<file path="config.mk">
export PLATFORM = sky130hd
export DESIGN_NAME = rms_peak_search
export DESIGN_NICKNAME = d
export VERILOG_FILES = /design/src/rtl/rms_peak_search.sv
export SDC_FILE = /design/constraint.sdc
export NUM_CORES = 1
export LEC_CHECK = 0
export ABC_AREA = 1
export CAP_MARGIN = 20
export CORE_ASPECT_RATIO = 0.6
export CORE_MARGIN = 1
export CORE_UTILIZATION = 45
export DETAILED_ROUTE_END_ITERATION = 16
export GPL_TIMING_DRIVEN = 0
export PLACE_DENSITY = 0.67
export SLEW_MARGIN = 10
export SYNTH_ARGS = -nofsm -noshare
export SYNTH_HDL_FRONTEND = slang
export SYNTH_SLANG_ARGS = --single-unit
export TNS_END_PERCENT = 5
</file>
<file path="constraint.sdc">
create_clock -name clk -period 12.6 [get_ports clk]
set_input_delay 3.78 -clock clk [delete_from_list [all_inputs] [get_ports clk]]
set_output_delay 3.78 -clock clk [all_outputs]
set_load 0.005 [all_outputs]
</file>
<file path="src/rtl/rms_peak_search.sv">
// Windowed peak/min/threshold-count search over the RMS core's result FIFO.
// One report per window is offered on a push/ack handshake.
module rms_peak_search #(
    parameter int WIDTH = 32,
    parameter int CNT_W = 16
) (
    input  logic             clk,
    input  logic             rst,
    input  logic             start,
    input  logic             cont,
    input  logic [CNT_W-1:0] cfg_len,
    input  logic [WIDTH-1:0] cfg_thresh,
    input  logic             stopin,
    input  logic [WIDTH-1:0] Xin,
    output logic             pullout,
    output logic             pushout,
    input  logic             ackin,
    output logic [WIDTH-1:0] peak_val,
    output logic [CNT_W-1:0] peak_idx,
    output logic [WIDTH-1:0] min_val,
    output logic [CNT_W-1:0] min_idx,
    output logic [CNT_W-1:0] over_cnt,
    output logic             busy
);

    typedef enum logic [1:0] {IDLE, RUN, REPORT} state_t;

    state_t state_reg, state_next;

    logic [CNT_W-1:0] len_reg, idx_reg, over_reg, pk_idx_reg, mn_idx_reg;
    logic [WIDTH-1:0] thresh_reg, pk_reg, mn_reg;
    logic             first_reg;

    logic [CNT_W-1:0] over_next, pk_idx_next, mn_idx_next;
    logic [WIDTH-1:0] pk_next, mn_next;
    logic             start_ok, take, last_word, restart;

    assign start_ok  = start && (cfg_len != '0);
    assign take      = (state_reg == RUN) && !stopin;
    assign last_word = (idx_reg == len_reg - CNT_W'(1));
    assign restart   = (state_reg == REPORT) && ackin && cont;

    assign pullout = take;
    assign pushout = (state_reg == REPORT);
    assign busy    = (state_reg != IDLE);

    always_ff @(posedge clk or posedge rst) begin
        if (rst) state_reg <= IDLE;
        else     state_reg <= state_next;
    end

    always_comb begin
        state_next = state_reg;
        case (state_reg)
            IDLE:    if (start_ok) state_next = RUN;
            RUN:     if (take && last_word) state_next = REPORT;
            REPORT:  if (ackin) state_next = cont ? RUN : IDLE;
            default: state_next = IDLE;
        endcase
    end

    // Accumulator values as they would stand after absorbing the current head word.
    always_comb begin
        pk_next     = pk_reg;
        pk_idx_next = pk_idx_reg;
        mn_next     = mn_reg;
        mn_idx_next = mn_idx_reg;
        over_next   = over_reg;
        if (first_reg) begin
            pk_next     = Xin;
            pk_idx_next = '0;
            mn_next     = Xin;
            mn_idx_next = '0;
        end else begin
            if (Xin > pk_reg) begin
                pk_next     = Xin;
                pk_idx_next = idx_reg;
            end
            if (Xin < mn_reg) begin
                mn_next     = Xin;
                mn_idx_next = idx_reg;
            end
        end
        if ((Xin >= thresh_reg) && (over_reg != '1))
            over_next = over_reg + CNT_W'(1);
    end

    always_ff @(posedge clk or posedge rst) begin
        if (rst) begin
            len_reg    <= '0;
            thresh_reg <= '0;
            idx_reg    <= '0;
            over_reg   <= '0;
            pk_reg     <= '0;
            pk_idx_reg <= '0;
            mn_reg     <= '0;
            mn_idx_reg <= '0;
            first_reg  <= 1'b0;
            peak_val   <= '0;
            peak_idx   <= '0;
            min_val    <= '0;
            min_idx    <= '0;
            over_cnt   <= '0;
        end else begin
            if ((state_reg == IDLE && start_ok) || restart) begin
                if (state_reg == IDLE) begin
                    len_reg    <= cfg_len;
                    thresh_reg <= cfg_thresh;
                end
                idx_reg    <= '0;
                over_reg   <= '0;
                pk_reg     <= '0;
                pk_idx_reg <= '0;
                mn_reg     <= '0;
                mn_idx_reg <= '0;
                first_reg  <= 1'b1;
            end else if (take) begin
                idx_reg    <= idx_reg + CNT_W'(1);
                over_reg   <= over_next;
                pk_reg     <= pk_next;
                pk_idx_reg <= pk_idx_next;
                mn_reg     <= mn_next;
                mn_idx_reg <= mn_idx_next;
                first_reg  <= 1'b0;
                // Report includes the final word, so load from the next-values.
                if (last_word) begin
                    peak_val <= pk_next;
                    peak_idx <= pk_idx_next;
                    min_val  <= mn_next;
                    min_idx  <= mn_idx_next;
                    over_cnt <= over_next;
                end
            end
        end
    end

endmodule
</file>
==> results of run 1 <==
==> metrics by stage <==
| stage | setup TNS, ns | total power [uW] | cell area, um2 |
|---|---|---|---|
| floorplan | 0 | 2380 | 16400 |
| global placement | -889.83 | 2800 | 18900 |
| detailed placement | 0 | 2860 | 19000 |
| CTS | 0 | 3770 | 20000 |
| global route | 0 | 4070 | 20000 |
| finish | 0 | 3790 | 20000 |
==> routing by layer <==
metal | wire length [um] | vias to the layer above | global-route usage [%]
met3 | 4210 | 80 | 5.34
met5 | 0 | - | 0
met4 | 1280 | 0 | 7.59
met2 | 20800 | 618 | 39.5
li1 | - | 7472 | -
met1 | 24600 | 7457 | 42.3
==> cell usage after synthesis, types with 2 or more instances <==
cell / n / area, um2
o21bai_1: 2 / 15.0
buf_2: 31 / 155
a21oi_1: 55 / 275
buf_4: 11 / 82.6
o31ai_1: 5 / 37.5
xnor2_1: 15 / 131
nor2_1: 62 / 233
nor3_1: 15 / 75.1
o21ai_1: 3 / 15.0
inv_1: 204 / 766
inv_2: 4 / 15.0
nand4_1: 21 / 131
buf_1: 13 / 48.8
a21o_1: 3 / 22.5
nor4_1: 4 / 25.0
nand2_1: 849 / 3190
clkbuf_1: 57 / 214
nand3_1: 335 / 1680
nand3b_1: 6 / 45.0
nor2_2: 2 / 12.5
o21a_1: 6 / 45.0
ha_1: 98 / 1230
dfrtp_1: 291 / 7280
xor2_1: 27 / 236
nor3b_1: 2 / 15.0
o21ai_0: 66 / 330
==> cell families (layout without fill, tap and decap cells) <==
logic type	count (synthesis)	in the layout	share of synthesized area (%)
flip-flops	291	291	44.5
buffers and inverters	322	575	7.92
XOR/XNOR	42	42	2.25
adder cells (fa/ha/maj)	98	98	7.49
AND/OR/NAND/NOR	1301	1301	33.3
AO/OA/AOI/OAI	140	140	4.53
==> final timing paths <==
check	end	cells past startpoint	from
min	over_cnt[6]	2	over_cnt[6]
max in group asynchronous	over_cnt[2]	4	rst
min reg2reg	over_cnt[6]	2	over_cnt[6]
max	pullout	5	stopin
max reg2reg	min_val[10]	14	mn_reg[30]
min in group asynchronous	thresh_reg[7]	2	rst
==> where the power goes <==
part           internal [uW]  switching, uW
clock network            514            387
registers               1160            143
logic                    529           1060
total                   2200           1590
==> area by class of cell <==
cell class | count | area, um2 | share of cell area (%)
repair buffers | 202 | 2060 | 10.3
clock buffers | 41 | 861 | 4.31
well taps | 467 | 584 | 2.92
inverters | 209 | 792 | 3.96
clock inverters | 10 | 109 | 0.545
multi-input cells | 1581 | 7780 | 39.0
plain buffers | 113 | 512 | 2.56
flip-flops and latches | 291 | 7280 | 36.4
==> worst register-to-register path: stages, from the launching register on <==
cell and delay (ns):
dfrtp_1 0.36, inv_1 0.07, ha_1 0.27, nand2_1 0.07, nor2_1 0.13, nor3b_1 0.19, inv_1 0.10, nor3b_1 0.42
nand2_1 0.40, nand2_1 0.29, buf_2 0.36, buf_4 0.25, nand3_1 0.12, nand3_1 0.16, nand2_1 0.07
==> reports/metrics.yaml, run 1 <==
critical_path:
  crit_path_frequent_cell: "clkdlybuf4s50_1"
  cp-end-kind: "output pin"
  worstPathRequired_ns: 8.82
  startpoint_type: "input pin"
  critPathMaxStageDelay_ns: 0.71
  worstSetupPathType: "in -> out"
  cp.arrival_ns: 6.41
  cp_max_fo: 10
  worst_path_max_delay_cell: "clkbuf_1"
  critPathTopFamily: "buffers and inverters"
  ff2ff_setup_slack_ns: 9.20
  path_cells: "clkdlybuf4s50_1 > nor2_1 > clkbuf_1 > buf_1 > clkdlybuf4s50_1"
  cp_num_buf_inv: 4
pwr:
  cellLeakagePower_uw: 0.0105
  ir_drop_mv: 0.109
  p_per_area_nw_per_um2: 190
cts:
  cts_hold_buf: 0
  post_cts_buffers: 0
  insertion_delay_ns: 0.58
  clkTransAtPathRegs_ns: 0.06
  cts.sinks: 291
  htreeDepth: 1
  postCtsResizedCells: 0
  cts_tree: "done"
  root_buffer: "clkbuf_16"
  cts_buffers: 29
  cts_max_path_buffers: 3
finish:
  fin_util_pct: 56.4
  mostFrequentLayoutCell: "nand2_1"
  syn2layout_area_growth_pct: 22.1
  drive_gt1_share_pct: 4.25
  fin_nets: 2611
  final_cell_mix: "nand2_1, nand3_1, dfrtp_1, inv_1, clkdlybuf4s50_1"
  antennaDiodeCount: 0
  fillers: 3357
  stdcell_count: 2914
timing:
  hold_slack_ns: 0.479
  setup_viol: 0
  finalClockSkew_ns: 0.0178
  hold_viol_final: 0
  slew_headroom_pct: 33.6
  layout_worst_path_cycle_share_pct: 80.9
  fin_ws_ns: 2.41
  fmax_ghz: 0.0981
  slew_violations: 0
  rsz0062_at_grt: "false"
  layout_min_cycle_time_ns: 10.19
  tightest_slew_ns: 0.996
detailed_routing:
  dr.pass1.iters: 5
  drtAntennaViolNets: 0
  drc_errors: 0
  vias_per_cell: 5.36
  first_iter_violations: 1672
  wl_per_cell_um: 17.5
  vias: 15627
  wirelength_um: 50900
yosys:
  ys_warn_count: 0
  synth_area_um2: 16400
  postSynthCellCount: 2194
  synth_edf_count: 0
  async_reset_ff_share_pct: 100
  ys_seq_area_share_pct: 44.5
  syn_avg_cell_area_um2: 7.46
  synth-main-ff-cell: "dfrtp_1"
  synth.distinct_cells: 33
  ys_ff_latch: 291
  synth_nets: 2378
global_routing:
  grt_usage_pct: 27.7
  antenna_found_initial: 1
  grt_overflow: 0
  grt_max_degree: 106
  grt_pass1_wl_um: 80200
  grt_pass1_vias: 14835
floorplanning:
  start_util_pct: 46.2
  dieWidth_um: 248
  core_um2: 35400
  pin_count: 201
  num_rows: 53
  die_area_um2: 37200
  chipHeight_um: 150
outcome:
  status: "completed"
flow_run:
  maxCapViolCount: 0
place:
  gp_congestion: 0.954
  pre_cts_ws_ns: 2.51
  hpwl_um: 38200
  placed_cells: 2863
  placement.io_buffers: 200
worst_hold_path:
  hold_path_class: "reg -> reg"
Note: power is estimated with default switching activity, not from simulation.
==> run 2: changes to the inputs <==
Clock period 12.6 ns to 10.6 ns, I/O delays scaled along.
==> run 2 against run 1 <==
Against the previous run:
- cell count grew 0.24%
- highest routed layer unchanged
- worst hold slack lost 0.00077 ns
- non-clock buffer count grew 6
- critical path type unchanged
- critical endpoint unchanged
==> reports/metrics.yaml, run 2 (synthesis results as in run 1) <==
critical_path:
  worstPathRequired_ns: 7.42
  cp_max_fo: 10
  cp.arrival_ns: 5.73
  cp-end-kind: "output pin"
  worstSetupPathType: "in -> out"
  startpoint_type: "input pin"
timing:
  layout_min_cycle_time_ns: 8.91
  slew_headroom_pct: 33.3
  slew_violations: 0
  setup_viol: 0
  finalClockSkew_ns: 0.0145
  fmax_ghz: 0.112
  layout_worst_path_cycle_share_pct: 84.0
  tightest_slew_ns: 1.00
  fin_tns_setup_ns: 0
  fin_ws_ns: 1.69
  hold_viol_final: 0
  rsz0062_at_grt: "false"
finish:
  fin_nets: 2616
  mostFrequentLayoutCell: "nand2_1"
  fillers: 3379
  fin_util_pct: 56.7
  final_cell_mix: "nand2_1, nand3_1, dfrtp_1, inv_1, clkdlybuf4s50_1"
  drive_gt1_share_pct: 4.40
  regArea_um2: 7280
  syn2layout_area_growth_pct: 22.7
  multi_input_area_um2: 7780
  antennaDiodeCount: 0
  stdcell_count: 2921
pwr:
  p_sw_share_pct: 41.6
  power.total_uw: 4510
  combPwrFrac_pct: 41.7
  seqPwrFrac_pct: 34.3
  switching_power_uw: 1880
  p_int_uw: 2630
  clockPowerShare_pct: 24.0
  cellLeakagePower_uw: 0.0106
  ir_drop_mv: 0.150
  p_per_area_nw_per_um2: 225
floorplanning:
  start_util_pct: 46.2
  pin_count: 201
  core_um2: 35400
  dieWidth_um: 248
  num_rows: 53
  die_area_um2: 37200
  chipHeight_um: 150
detailed_routing:
  drtAntennaViolNets: 0
  vias: 15709
  dr.pass1.iters: 5
  first_iter_violations: 1417
  drc_errors: 0
  wl_per_cell_um: 17.4
  wirelength_um: 51000
  vias_per_cell: 5.38
global_routing:
  grt_overflow: 0
  grt_usage_pct: 28.0
  grt_pass1_vias: 14847
  grt_max_degree: 39
  grt_pass1_wl_um: 81400
  antenna_found_initial: 0
place:
  pre_cts_ws_ns: 1.69
  hpwl_um: 38900
  placed_cells: 2869
  placement.io_buffers: 200
  gp_congestion: 0.929
cts:
  insertion_delay_ns: 0.58
  cts_hold_buf: 0
  post_cts_buffers: 0
  htreeDepth: 1
  cts_tree: "done"
  cts.sinks: 291
  postCtsResizedCells: 0
  cts_max_path_buffers: 3
  cts_buffers: 28
  clkTransAtPathRegs_ns: 0.06
  root_buffer: "clkbuf_16"
flow_run:
  maxCapViolCount: 0
worst_hold_path:
  hold_path_class: "reg -> reg"
outcome:
  status: "completed"
==> run 2: changes by cell type in the layout (fill, tap and decap cells not counted), sizes merged <==
cell / change
clkbuf: -2
buf: +6
bufinv: +2
inv: -1
clkinv: +2
==> run 2: path summary, 6_finish.rpt <==
kind | from | endpoint | slack, ns | cells after the start
setup / recovery | stopin | pullout | 1.69 | 5
hold / removal | peak_val[24] | peak_val[24] | 0.48 | 2
setup reg to reg | mn_reg[31] | min_val[5] | 7.05 | 14
hold reg to reg | peak_val[24] | peak_val[24] | 0.48 | 2
max in group asynchronous | rst | over_reg[2] | 6.11 | 6
min in group asynchronous | rst | thresh_reg[6] | 3.09 | 2
==> run 2: worst max-delay path: stages <==
cell	delay (ns)
clkdlybuf4s50_1	0.41
nor2_1	0.43
clkbuf_1	0.64
buf_1	0.45
clkdlybuf4s50_1	0.60
==> run 2: layout make-up <==
cell class | count | area share [%]
sequential | 291 | 36.3
clock inverter | 13 | 0.835
clock buffer | 39 | 4.00
inverter | 209 | 3.92
tap | 467 | 2.91
multi-input combinational | 1581 | 38.8
buffer | 113 | 2.55
timing repair buffer | 208 | 10.8
==> run 2: power by group through the flow <==
stage | combinational, uW | sequential [uW] | clock (uW)
after floorplan | 1310 | 1510 | 0
after global placement | 1780 | 1560 | 0
after detailed placement | 1850 | 1560 | 0
after CTS | 1860 | 1540 | 1100
after global routing | 2140 | 1580 | 1140
final | 1880 | 1550 | 1080
==> run 2: metrics by stage <==
stage / area, um2 / hold WS, ns
2_1_floorplan: 16400 / 0.446
3_3_place_gp: 19000 / 0.461
3_5_place_dp: 19100 / 0.465
4_1_cts: 20100 / 0.483
5_1_grt: 20100 / 0.496
6_report: 20100 / 0.478
==> run 2: per-layer routing <==
| layer | GRT usage [%] | wire length, um |
|---|---|---|
| met5 | 0 | 0 |
| met4 | 6.10 | 1050 |
| met3 | 4.81 | 4120 |
| met2 | 40.9 | 21100 |
| met1 | 43.0 | 24700 |
==> run 3: changes to the inputs <==
Clock period 10.6 ns to 8.3 ns, I/O delays scaled along.
==> results of run 3 <==
The final DEF is identical to that of run 2. Status: completed.
Among the figures that moved: setup slack after placement 1.69 ns -> 0.771 ns; setup slack after layout 1.69 ns -> 0.771 ns; register-to-register setup slack 7.05 ns -> 4.75 ns; total power 4510 uW -> 5760 uW; worst IR drop on VDD 0.150 mV -> 0.192 mV
